File: config.mk
export PLATFORM = sky130hd
export DESIGN_NAME = bin2bcd_seq
export DESIGN_NICKNAME = d
export VERILOG_FILES = /design/src/rtl/bin2bcd_seq.sv
export SDC_FILE = /design/constraint.sdc
export NUM_CORES = 1
export LEC_CHECK = 0
export ABC_AREA = 1
export ABC_CLOCK_PERIOD_IN_PS = 11620
export BUFFER_PORTS_ARGS = -buffer_cell sky130_fd_sc_hd__buf_2
export CAP_MARGIN = 20
export CORE_MARGIN = 1.5
export CORE_UTILIZATION = 55
export CTS_CLUSTER_SIZE = 16
export DETAILED_ROUTE_END_ITERATION = 10
export PLACE_DENSITY = 0.74
export RECOVER_POWER = 50
export SKIP_CTS_REPAIR_TIMING = 1
export SLEW_MARGIN = 25
export SYNTH_ARGS = -nofsm -noshare
export SYNTH_HDL_FRONTEND = slang
export SYNTH_SLANG_ARGS = --single-unit
export TNS_END_PERCENT = 100
File: constraint.sdc
create_clock -name clk -period 11.62 [get_ports clk]
set_clock_uncertainty 0.05 [all_clocks]
set_input_delay 2.324 -clock clk [delete_from_list [all_inputs] [get_ports clk]]
set_output_delay 2.324 -clock clk [all_outputs]
set_load 0.01 [all_outputs]
File: src/rtl/bin2bcd_seq.sv
// bin2bcd_seq: sequential binary to packed-BCD converter (shift-and-add-3).
// Converts one input bit per clock. The result registers hold their value
// between conversions, so a downstream display never shows partial values.
//
// Ports:
//   clk      system clock, rising edge
//   rst_i    asynchronous active-high reset
//   bin_i    unsigned binary input, sampled only when a start is accepted
//   start_i  conversion request, level-sampled in IDLE
//   bcd_o    packed BCD result, units digit in [3:0]
//   busy_o   high while a conversion is in progress
//   done_o   one-cycle pulse when bcd_o/ovf_o update
//   ovf_o    last converted value exceeded 10^DIGITS-1 (bcd_o forced to all 9s)
module bin2bcd_seq #(
    parameter int IN_WIDTH = 27,
    parameter int DIGITS   = 8
) (
    input  logic                  clk,
    input  logic                  rst_i,
    input  logic [IN_WIDTH-1:0]   bin_i,
    input  logic                  start_i,
    output logic [4*DIGITS-1:0]   bcd_o,
    output logic                  busy_o,
    output logic                  done_o,
    output logic                  ovf_o
);

    localparam int BW = 4 * DIGITS;
    localparam int CW = $clog2(IN_WIDTH + 1);

    // Largest representable value, 10^DIGITS - 1, computed in 64 bits.
    function automatic logic [63:0] pow10_m1(input int n);
        logic [63:0] p;
        p = 64'd1;
        for (int i = 0; i < n; i++) p = p * 64'd10;
        return p - 64'd1;
    endfunction

    localparam logic [63:0] MAX_VAL = pow10_m1(DIGITS);

    typedef enum logic [1:0] {IDLE, CONV, FINISH} state_t;

    state_t              state, state_n;
    logic [IN_WIDTH-1:0] shift;    // bits still to be shifted in, MSB first
    logic [IN_WIDTH-1:0] bin_q;    // untouched copy for the overflow compare
    logic [BW-1:0]       scratch;
    logic [BW-1:0]       adj;
    logic [CW-1:0]       cnt;
    logic                ovf_n;

    // State register
    always_ff @(posedge clk or posedge rst_i) begin
        if (rst_i) state <= IDLE;
        else       state <= state_n;
    end

    // Next state
    always_comb begin
        state_n = state;
        case (state)
            IDLE:    if (start_i) state_n = CONV;
            CONV:    if (cnt == CW'(1)) state_n = FINISH;  // this edge does the last shift
            FINISH:  state_n = IDLE;
            default: state_n = IDLE;
        endcase
    end

    assign busy_o = (state != IDLE);

    // Add-3 correction: each nibble >= 5 gets +3 before the shift, no
    // carry between nibbles (a corrected nibble is at most 4'hC).
    always_comb begin
        adj = scratch;
        for (int d = 0; d < DIGITS; d++) begin
            if (scratch[4*d +: 4] >= 4'd5) adj[4*d +: 4] = scratch[4*d +: 4] + 4'd3;
        end
    end

    // Overflow is decided on the original binary value; scratch may have
    // lost high digits for out-of-range inputs.
    assign ovf_n = (64'(bin_q) > MAX_VAL);

    // Datapath and result registers
    always_ff @(posedge clk or posedge rst_i) begin
        if (rst_i) begin
            shift   <= '0;
            bin_q   <= '0;
            scratch <= '0;
            cnt     <= '0;
            bcd_o   <= '0;
            ovf_o   <= 1'b0;
            done_o  <= 1'b0;
        end else begin
            done_o <= 1'b0;
            case (state)
                IDLE: begin
                    if (start_i) begin
                        shift   <= bin_i;
                        bin_q   <= bin_i;
                        scratch <= '0;
                        cnt     <= CW'(IN_WIDTH);
                    end
                end
                CONV: begin
                    // {scratch, shift} shifted left as one register
                    {scratch, shift} <= {adj[BW-2:0], shift, 1'b0};
                    cnt              <= cnt - CW'(1);
                end
                FINISH: begin
                    done_o <= 1'b1;
                    ovf_o  <= ovf_n;
                    bcd_o  <= ovf_n ? {DIGITS{4'h9}} : scratch;
                end
                default: ;
            endcase
        end
    end

endmodule

==> results.json, run 1 <==
{
  "wire_per_inst_um": 13.7,
  "period_share_pct": 38.0,
  "num_vias": 4667,
  "dp_hpwl_mm": 7.75,
  "path_cells": "buf_2 > clkinvlp_2 > buf_4",
  "layout.nets": 782,
  "synth_xor_area_share_pct": 0.468,
  "violations": "capacitance limit, slew limit",
  "wl_met3_um": 580,
  "p_leak_uw": 0.00350,
  "die_area_um2": 10800,
  "worstPathMaxFanout": 73,
  "slew_viol_final": 132,
  "syn2layout_area_growth_pct": 18.0,
  "grt_pass1_wl_mm": 21.3,
  "synth_mux_area_share_pct": 0,
  "synth_compound_area_share_pct": 11.0,
  "yosysUniqueCellTypes": 26,
  "worst_pin_slew_ns": 3.12,
  "fillers": 830,
  "design.core.area_um2": 9820,
  "worstHoldStart": "cnt[4]",
  "place.gp.congestion": 0.816,
  "r2r_start": "state[1]",
  "max_freq_mhz": 226,
  "layout-drive-gt1-share_pct": 15.4,
  "grt_pass1_vias": 4741,
  "grt_usage_pct": 24.4,
  "start_util_pct": 57.1,
  "total_power_uw": 1930,
  "grt_max_degree": 74,
  "crit_type": "in2async",
  "overflow": 0,
  "synth-simple-area-share_pct": 24.4,
  "max_stage_delay_ns": 1.75,
  "required_ns": 12.16,
  "syn_avg_cell_area_um2": 8.30,
  "cts_buffers": 17,
  "clockBufferDepth": 2,
  "wl_met2_mm": 5.96,
  "ir_drop_v": 0.000132,
  "wl_met1_mm": 5.25,
  "syn_nets": 724,
  "synth_area_um2": 5610,
  "row_count": 36,
  "hold_depth": 1,
  "slew_headroom_pct": -109,
  "cap_violations": 2,
  "fp.dieW_um": 104,
  "first_pass_iters": 5,
  "p_per_area_nw_per_um2": 292,
  "rsz0062_at_grt": "no",
  "path_clk_slew_ns": 0.05,
  "yosysWarnings": 0,
  "cp-end-kind": "async pin",
  "setup_viol": 0,
  "drt_iter0_markers": 194,
  "die_h_um": 104,
  "ios": 65,
  "hold_path.class": "reg2reg",
  "ys_seq_area_share_pct": 53.1,
  "cts_tree": "yes",
  "status": "finished with violations",
  "startpoint_type": "input pin",
  "htreeDepth": 4,
  "rrSetupSlack_ns": 8.61,
  "drt_wl_total_mm": 12.0,
  "cp_slowest_cell": "clkinvlp_2",
  "reg2reg_depth": 7,
  "clock_sinks": 119,
  "cts-root-buf": "clkbuf_8",
  "tns_ns": 0,
  "clk_latency_ns": 0.51,
  "top_layer": "met4",
  "worstPathArrival_ns": 4.96,
  "yosys.area_share.adder_pct": 4.01,
  "vias_per_cell": 5.30,
  "antenna_found_initial": 0,
  "portBuffers": 64,
  "drc": 0,
  "syn_inst": 676,
  "whs_endpoint": "cnt[4]",
  "synth-seq-cells": 119,
  "ant_nets": 0,
  "rr_endpoint": "bcd_o[17]",
  "min_period_ns": 4.42,
  "synth_top_family_by_area": "simple AND/OR/NAND/NOR gates",
  "num_antenna_cells": 0,
  "hold_viol": 0,
  "dp_slack_ns": 7.37,
  "fin_ws_ns": 7.20
}
-- Yosys cell counts --
master	count	area (um^2)
a21boi_4	1	18.8
a21oi_1	16	80.1
a22oi_1	1	7.51
buf_2	15	75.1
buf_6	1	11.3
clkbuf_1	11	41.3
dfrtp_1	119	2980
ha_1	18	225
inv_1	69	259
inv_2	3	11.3
nand2_1	210	788
nand2_2	13	81.3
nand2_4	1	11.3
nand3_1	28	140
nand3_2	1	10.0
nand3_4	1	17.5
nand3b_1	1	7.51
nand4_1	17	106
nor2_1	50	188
nor2_2	1	6.26
nor2_4	1	11.3
o211ai_1	8	60.1
o21ai_0	73	365
o21ai_1	2	10.0
o22ai_1	12	75.1
xor2_1	3	26.3
-- per-stage QoR --
step	utilization [%]	std cells	cell area [um^2]	hold slack (ns)
3_5_place_dp	61.0	848	5990	0.415
5_1_grt	67.4	880	6620	0.445
3_3_place_gp	61.0	848	5990	0.409
6_report	67.4	880	6620	0.424
4_1_cts	67.6	880	6640	0.431
2_1_floorplan	-	676	5610	0.392
-- where the power goes --
group / internal (uW) / switching [uW]
Sequential: 586 / 101
Clock: 377 / 188
Combinational: 238 / 440
-- final cells by class --
type	count	area, um^2	area share (%)
flip-flops and latches	119	2980	45.0
multi-input cells	458	2220	33.6
clock buffers	18	428	6.46
repair buffers	66	330	4.99
inverters	72	272	4.10
clock inverters	14	224	3.38
well taps	133	166	2.51
-- flip-flops by register name, summed over array words and instances, names as in the netlist --
signal	count
shift	27
bcd_o	32
done_o	1
cnt	5
scratch	32
ovf_o	1
state	2
bin_q	19
-- critical path, delay by kind of cell --
kind / cells / cell delay (ns)
buf+inv: 3 / 2.58
-- cells by family after synthesis --
family	after synthesis
adders and majority gates	18
buffers and inverters	99
xor gates and xnor gates	3
DFF	119
AOI/OAI and AO/OA	113
and+or+nand+nor	324
-- cell usage in the layout (no fill, tap or decap) --
cell | netlist | routed
nor2_4 | 1 | 1
nand3_1 | 28 | 28
clkbuf_16 | 0 | 16
inv_6 | 0 | 1
a21boi_4 | 1 | 1
clkbuf_1 | 11 | 2
nand3b_1 | 1 | 1
dfrtp_1 | 119 | 119
nand3_4 | 1 | 1
nand2_2 | 13 | 11
a21oi_1 | 16 | 16
clkbuf_8 | 0 | 2
buf_4 | 0 | 1
clkinvlp_4 | 0 | 4
nand4_1 | 17 | 17
bufinv_16 | 0 | 5
clkinvlp_2 | 0 | 1
o22ai_1 | 12 | 12
nand3_2 | 1 | 1
buf_2 | 15 | 63
ha_1 | 18 | 18
clkinv_4 | 0 | 4
inv_2 | 3 | 2
inv_1 | 69 | 69
o21ai_0 | 73 | 75
nand2_1 | 210 | 213
nor2_1 | 50 | 50
a22oi_1 | 1 | 1
nor2_2 | 1 | 1
o211ai_1 | 8 | 8
xor2_1 | 3 | 3
-- layer usage --
layer  up-vias  GRT usage, %
li1       2295             -
met1      2205          30.0
met2       145          41.4
met3        22          5.14
met4         0          10.9
met5         -             0
-- how the worst max path moves through the flow --
| stage | startpoint | to | slack, ns | cells past startpoint |
|---|---|---|---|---|
| 6_report | rst_i | scratch[1] | 7.20 | 3 |
| 4_1_cts | start_i | shift[25] | 7.90 | 6 |
| 2_1_floorplan | rst_i | bcd_o[0] | 6.09 | 1 |
| 3_3_place_gp | start_i | cnt[1] | 7.42 | 5 |
| 5_1_grt | rst_i | scratch[1] | 6.63 | 3 |
| 3_5_place_dp | start_i | cnt[1] | 7.37 | 5 |
Power figures use the tool's default switching activity.
==> inputs of run 2 (changes only) <==
- ABC_CLOCK_PERIOD_IN_PS: 11620 -> 4200
- clock period: 11.62 -> 4.2 ns (I/O delays scaled with it)
==> run 2 against run 1 <==
Effect of this change: the run still ends with capacitance limit, slew limit left; final area is 0.55% lower; setup slack worse by 6.0 ns; global-route usage increased by 0.14 points; routed wire length up 1.1%; sequential share of layout area grew 0.25 points; critical endpoint is now bcd_o[27].
==> results.json, run 2 (same netlist as run 1, synthesis figures left out) <==
{
  "cts_tree": "yes",
  "startpoint_type": "register",
  "slew_viol_final": 72,
  "layout.nets": 783,
  "drt_wl_total_mm": 12.2,
  "place.gp.congestion": 0.813,
  "fp.dieW_um": 104,
  "swShare_pct": 38.3,
  "grt_max_degree": 67,
  "ant_nets": 0,
  "overflow": 0,
  "first_pass_iters": 5,
  "clockBufferDepth": 2,
  "layout-drive-gt1-share_pct": 15.8,
  "ios": 65,
  "portBuffers": 64,
  "clk_latency_ns": 0.51,
  "drt_iter0_markers": 213,
  "p_per_area_nw_per_um2": 795,
  "hold_viol": 0,
  "num_vias": 4623,
  "fin_ws_ns": 1.25,
  "worstPathArrival_ns": 3.29,
  "syn2layout_area_growth_pct": 17.3,
  "worst_pin_slew_ns": 2.33,
  "path_clk_slew_ns": 0.06,
  "crit_type": "reg2reg",
  "final_common_cell": "nand2_1",
  "grt_pass1_vias": 4607,
  "p_int_uw": 3230,
  "p_leak_uw": 0.00351,
  "pwr-share-seq_pct": 36.3,
  "final_cell_mix": "nand2_1, dfrtp_1, o21ai_0",
  "dp_hpwl_mm": 7.65,
  "clock_sinks": 119,
  "tns_ns": 0,
  "design.core.area_um2": 9820,
  "htreeDepth": 4,
  "start_util_pct": 57.1,
  "vias_per_cell": 5.25,
  "setup_viol": 0,
  "rsz0062_at_grt": "no",
  "max_freq_mhz": 339,
  "cts_buffers": 17,
  "worstPathMaxFanout": 17,
  "comb_power_share_pct": 36.3,
  "dp_slack_ns": 1.75,
  "drc": 0,
  "grt_pass1_wl_mm": 21.3,
  "die_area_um2": 10800,
  "ir_drop_v": 0.000336,
  "num_antenna_cells": 0,
  "wire_per_inst_um": 13.8,
  "required_ns": 4.54,
  "die_h_um": 104,
  "status": "finished with violations",
  "antenna_found_initial": 0,
  "period_share_pct": 70.3,
  "cap_violations": 2,
  "biggestRegsByFlops": "bcd_o (32), scratch (32), shift (27)",
  "cp-end-kind": "register",
  "cts-root-buf": "clkbuf_8",
  "grt_usage_pct": 24.5,
  "netSwitchingPower_uw": 2010,
  "slew_headroom_pct": -56.0,
  "row_count": 36,
  "hold_path.class": "reg2reg",
  "min_period_ns": 2.95,
  "violations": "capacitance limit, slew limit",
  "clkPwrFrac_pct": 27.4
}
==> run 2: layer usage <==
| metal | up-vias | share of wire (%) | global-route usage [%] |
|---|---|---|---|
| li1 | 2278 | - | - |
| met1 | 2196 | 44 | 31.2 |
| met2 | 134 | 49 | 41.4 |
| met3 | 15 | 4.9 | 5.45 |
| met4 | 0 | 1.2 | 8.63 |
| met5 | - | 0 | 0 |
==> run 2: power by group through the flow <==
stage	sequential, uW	clock, uW	combinational, uW
after floorplan	1870	0	1420
after global placement	1890	0	1760
after detailed placement	1900	0	1870
after CTS	1900	1450	1910
after global routing	1960	1510	2210
final	1900	1430	1900
==> run 2: stage by stage <==
stage / cells / instance area, um^2 / hold slack (ns) / utilization, % / power (uW)
final: 881 / 6590 / 0.424 / 67.1 / 5240
after global routing: 881 / 6590 / 0.440 / 67.1 / 5670
after CTS: 881 / 6600 / 0.393 / 67.2 / 5260
after detailed placement: 849 / 6010 / 0.412 / 61.2 / 3770
after global placement: 849 / 6010 / 0.410 / 61.2 / 3650
after floorplan: 676 / 5610 / 0.392 / - / 3290
==> run 2: critical path, cell delays in order, from the launching register on <==
cell and delay [ns]:
dfrtp_1 0.38, inv_1 0.08, nand2_1 0.06, nor2_1 0.04, a21boi_0 1.58, nand3_2 0.21
nand2_4 0.33, nand2_1 0.10
==> run 2: worst paths after layout <==
| check | start | endpoint | slack, ns | cells after the start |
|---|---|---|---|---|
| max in group asynchronous | rst_i | scratch[30] | 2.08 | 3 |
| max | bin_q[25] | bcd_o[27] | 1.25 | 7 |
| min reg2reg | bcd_o[9] | bcd_o[9] | 0.42 | 2 |
| min | bcd_o[9] | bcd_o[9] | 0.42 | 2 |
| min in group asynchronous | rst_i | shift[3] | 0.90 | 2 |
| max reg2reg | bin_q[25] | bcd_o[27] | 1.25 | 7 |
==> run 2: area by class of cell <==
type,count,area (um^2)
flip-flops and latches,119,2980
inverters,72,272
clock buffers,23,467
fillers,832,3230
multi-input cells,458,2220
repair buffers,67,355
clock inverters,9,123
well taps,133,166
==> inputs of run 3 (changes only) <==
- ABC_CLOCK_PERIOD_IN_PS: 4200 -> 2850
- clock period: 4.2 -> 2.85 ns (I/O delays scaled with it)
==> run 3 against run 2 <==
Effect of this change: maximum frequency grew 37%; flip-flop and latch count is the same; the flow still finishes with violations (capacitance limit, slew limit); core utilization grew 0.90 points; critical path depth grew 1; critical path type unchanged; non-clock buffer count grew 6.
==> results.json, run 3 (same netlist as run 1, synthesis figures left out) <==
{
  "status": "finished with violations",
  "violations": "capacitance limit, slew limit",
  "clock_sinks": 119,
  "antenna_found_initial": 0,
  "clk_latency_ns": 0.53,
  "final_common_cell": "nand2_1",
  "drt_wl_total_mm": 12.5,
  "swShare_pct": 37.9,
  "ant_nets": 0,
  "ir_drop_v": 0.000509,
  "clockBufferDepth": 2,
  "die_h_um": 104,
  "crit_family": "buffers and inverters",
  "p_per_area_nw_per_um2": 1190,
  "worstPathMaxFanout": 22,
  "p_int_uw": 4920,
  "cap_violations": 1,
  "drt_iter0_markers": 340,
  "crit_type": "reg2reg",
  "layout-drive-gt1-share_pct": 15.9,
  "num_antenna_cells": 0,
  "cts_buffers": 17,
  "final_cell_count_no_fill": 887,
  "critPathBufInv": 5,
  "cts-root-buf": "clkbuf_8",
  "max_freq_mhz": 464,
  "first_pass_iters": 5,
  "cp_slowest_cell": "clkbuf_1",
  "final_cell_mix": "nand2_1, dfrtp_1, o21ai_0",
  "setup_viol": 0,
  "portBuffers": 64,
  "worst_pin_slew_ns": 1.77,
  "biggestRegsByFlops": "bcd_o (32), scratch (32), shift (27)",
  "fp.dieW_um": 104,
  "syn2layout_area_growth_pct": 18.9,
  "startpoint_type": "register",
  "num_vias": 4713,
  "p_leak_uw": 0.00355,
  "vias_per_cell": 5.31,
  "slew_headroom_pct": -18.7,
  "design.core.area_um2": 9820,
  "htreeDepth": 4,
  "hold_viol": 0,
  "comb_power_share_pct": 36.1,
  "clkPwrFrac_pct": 28.5,
  "cts_tree": "yes",
  "die_area_um2": 10800,
  "start_util_pct": 57.1,
  "grt_usage_pct": 25.1,
  "place.gp.congestion": 0.800,
  "grt_max_degree": 44,
  "rsz0062_at_grt": "no",
  "row_count": 36,
  "required_ns": 3.21,
  "dp.cells": 855,
  "grt_pass1_vias": 4689,
  "dp_hpwl_mm": 8.24,
  "overflow": 0,
  "hold_path.class": "in2reg",
  "path_cells": "inv_1 > nor2_1 > clkbuf_1 > inv_1 > clkbuf_1 > o21ai_0 > inv_1 > nand2_2",
  "pwr-share-seq_pct": 35.4,
  "grt_pass1_wl_mm": 21.8,
  "drc": 0,
  "path_clk_slew_ns": 0.06,
  "slew_viol_final": 37,
  "netSwitchingPower_uw": 3000,
  "worstPathArrival_ns": 2.51,
  "crit_top_cell": "inv_1",
  "wire_per_inst_um": 14.1,
  "min_period_ns": 2.15,
  "period_share_pct": 75.6,
  "ios": 65,
  "cp-end-kind": "register",
  "max_stage_delay_ns": 0.68,
  "tns_ns": 0,
  "layout.nets": 789
}
==> run 3: changes by cell type in the layout (fill, tap and decap cells not counted), sizes merged <==
cell,before,now
bufinv,3,5
clkinv,5,3
buf,67,70
clkbuf,23,26
==> run 3: routing by layer <==
metal / global-route usage [%] / part of all wire [%] / wire length (um)
met2: 41.1 / 49 / 6130
met5: 0 / 0 / 0
met4: 8.33 / 1.6 / 195
met3: 7.52 / 5.1 / 639
met1: 32.1 / 44 / 5510
==> run 3: worst paths after layout <==
kind / from / to / slack [ns] / depth (start not counted)
setup / recovery: state[1] / bcd_o[7] / 0.70 / 8
hold / removal: bin_i[0] / shift[0] / 0.19 / 3
setup reg to reg: state[1] / bcd_o[7] / 0.70 / 8
hold reg to reg: bcd_o[25] / bcd_o[25] / 0.42 / 2
max in group asynchronous: rst_i / bcd_o[0] / 1.44 / 3
min in group asynchronous: rst_i / cnt[2] / 0.43 / 2
==> run 3: layout make-up <==
class,count,area (um^2)
clock buffers,23,447
clock inverters,9,173
multi-input cells,458,2240
fillers,847,3150
flip-flops and latches,119,2980
well taps,133,166
repair buffers,73,403
inverters,72,272
==> run 3: stage by stage <==
stage	instance area [um^2]	hold WS (ns)	util, %	total power (uW)	setup slack (ns)
detailed placement	6070	0.413	61.8	5640	1.02
global placement	6070	0.409	61.8	5410	1.07
global route	6670	0.163	68.0	8530	0.442
finish	6670	0.188	68.0	7930	0.696
CTS	6690	0.169	68.1	7940	0.961
floorplan	5620	0.392	-	4850	0.775
==> run 3: power groups by stage <==
stage	Sequential (uW)	Clock [uW]	Combinational, uW
final	2810	2260	2860
after global routing	2880	2370	3270
after CTS	2800	2290	2860
after detailed placement	2810	0	2820
after global placement	2780	0	2630
after floorplan	2760	0	2100
==> run 3: worst register-to-register path, delay by kind of cell, from the launching register on <==
kind,cells,cell delay (ns)
buffers and inverters,5,1.33
and+or+nand+nor,2,0.09
AOI/OAI and AO/OA,1,0.19
DFF,1,0.38
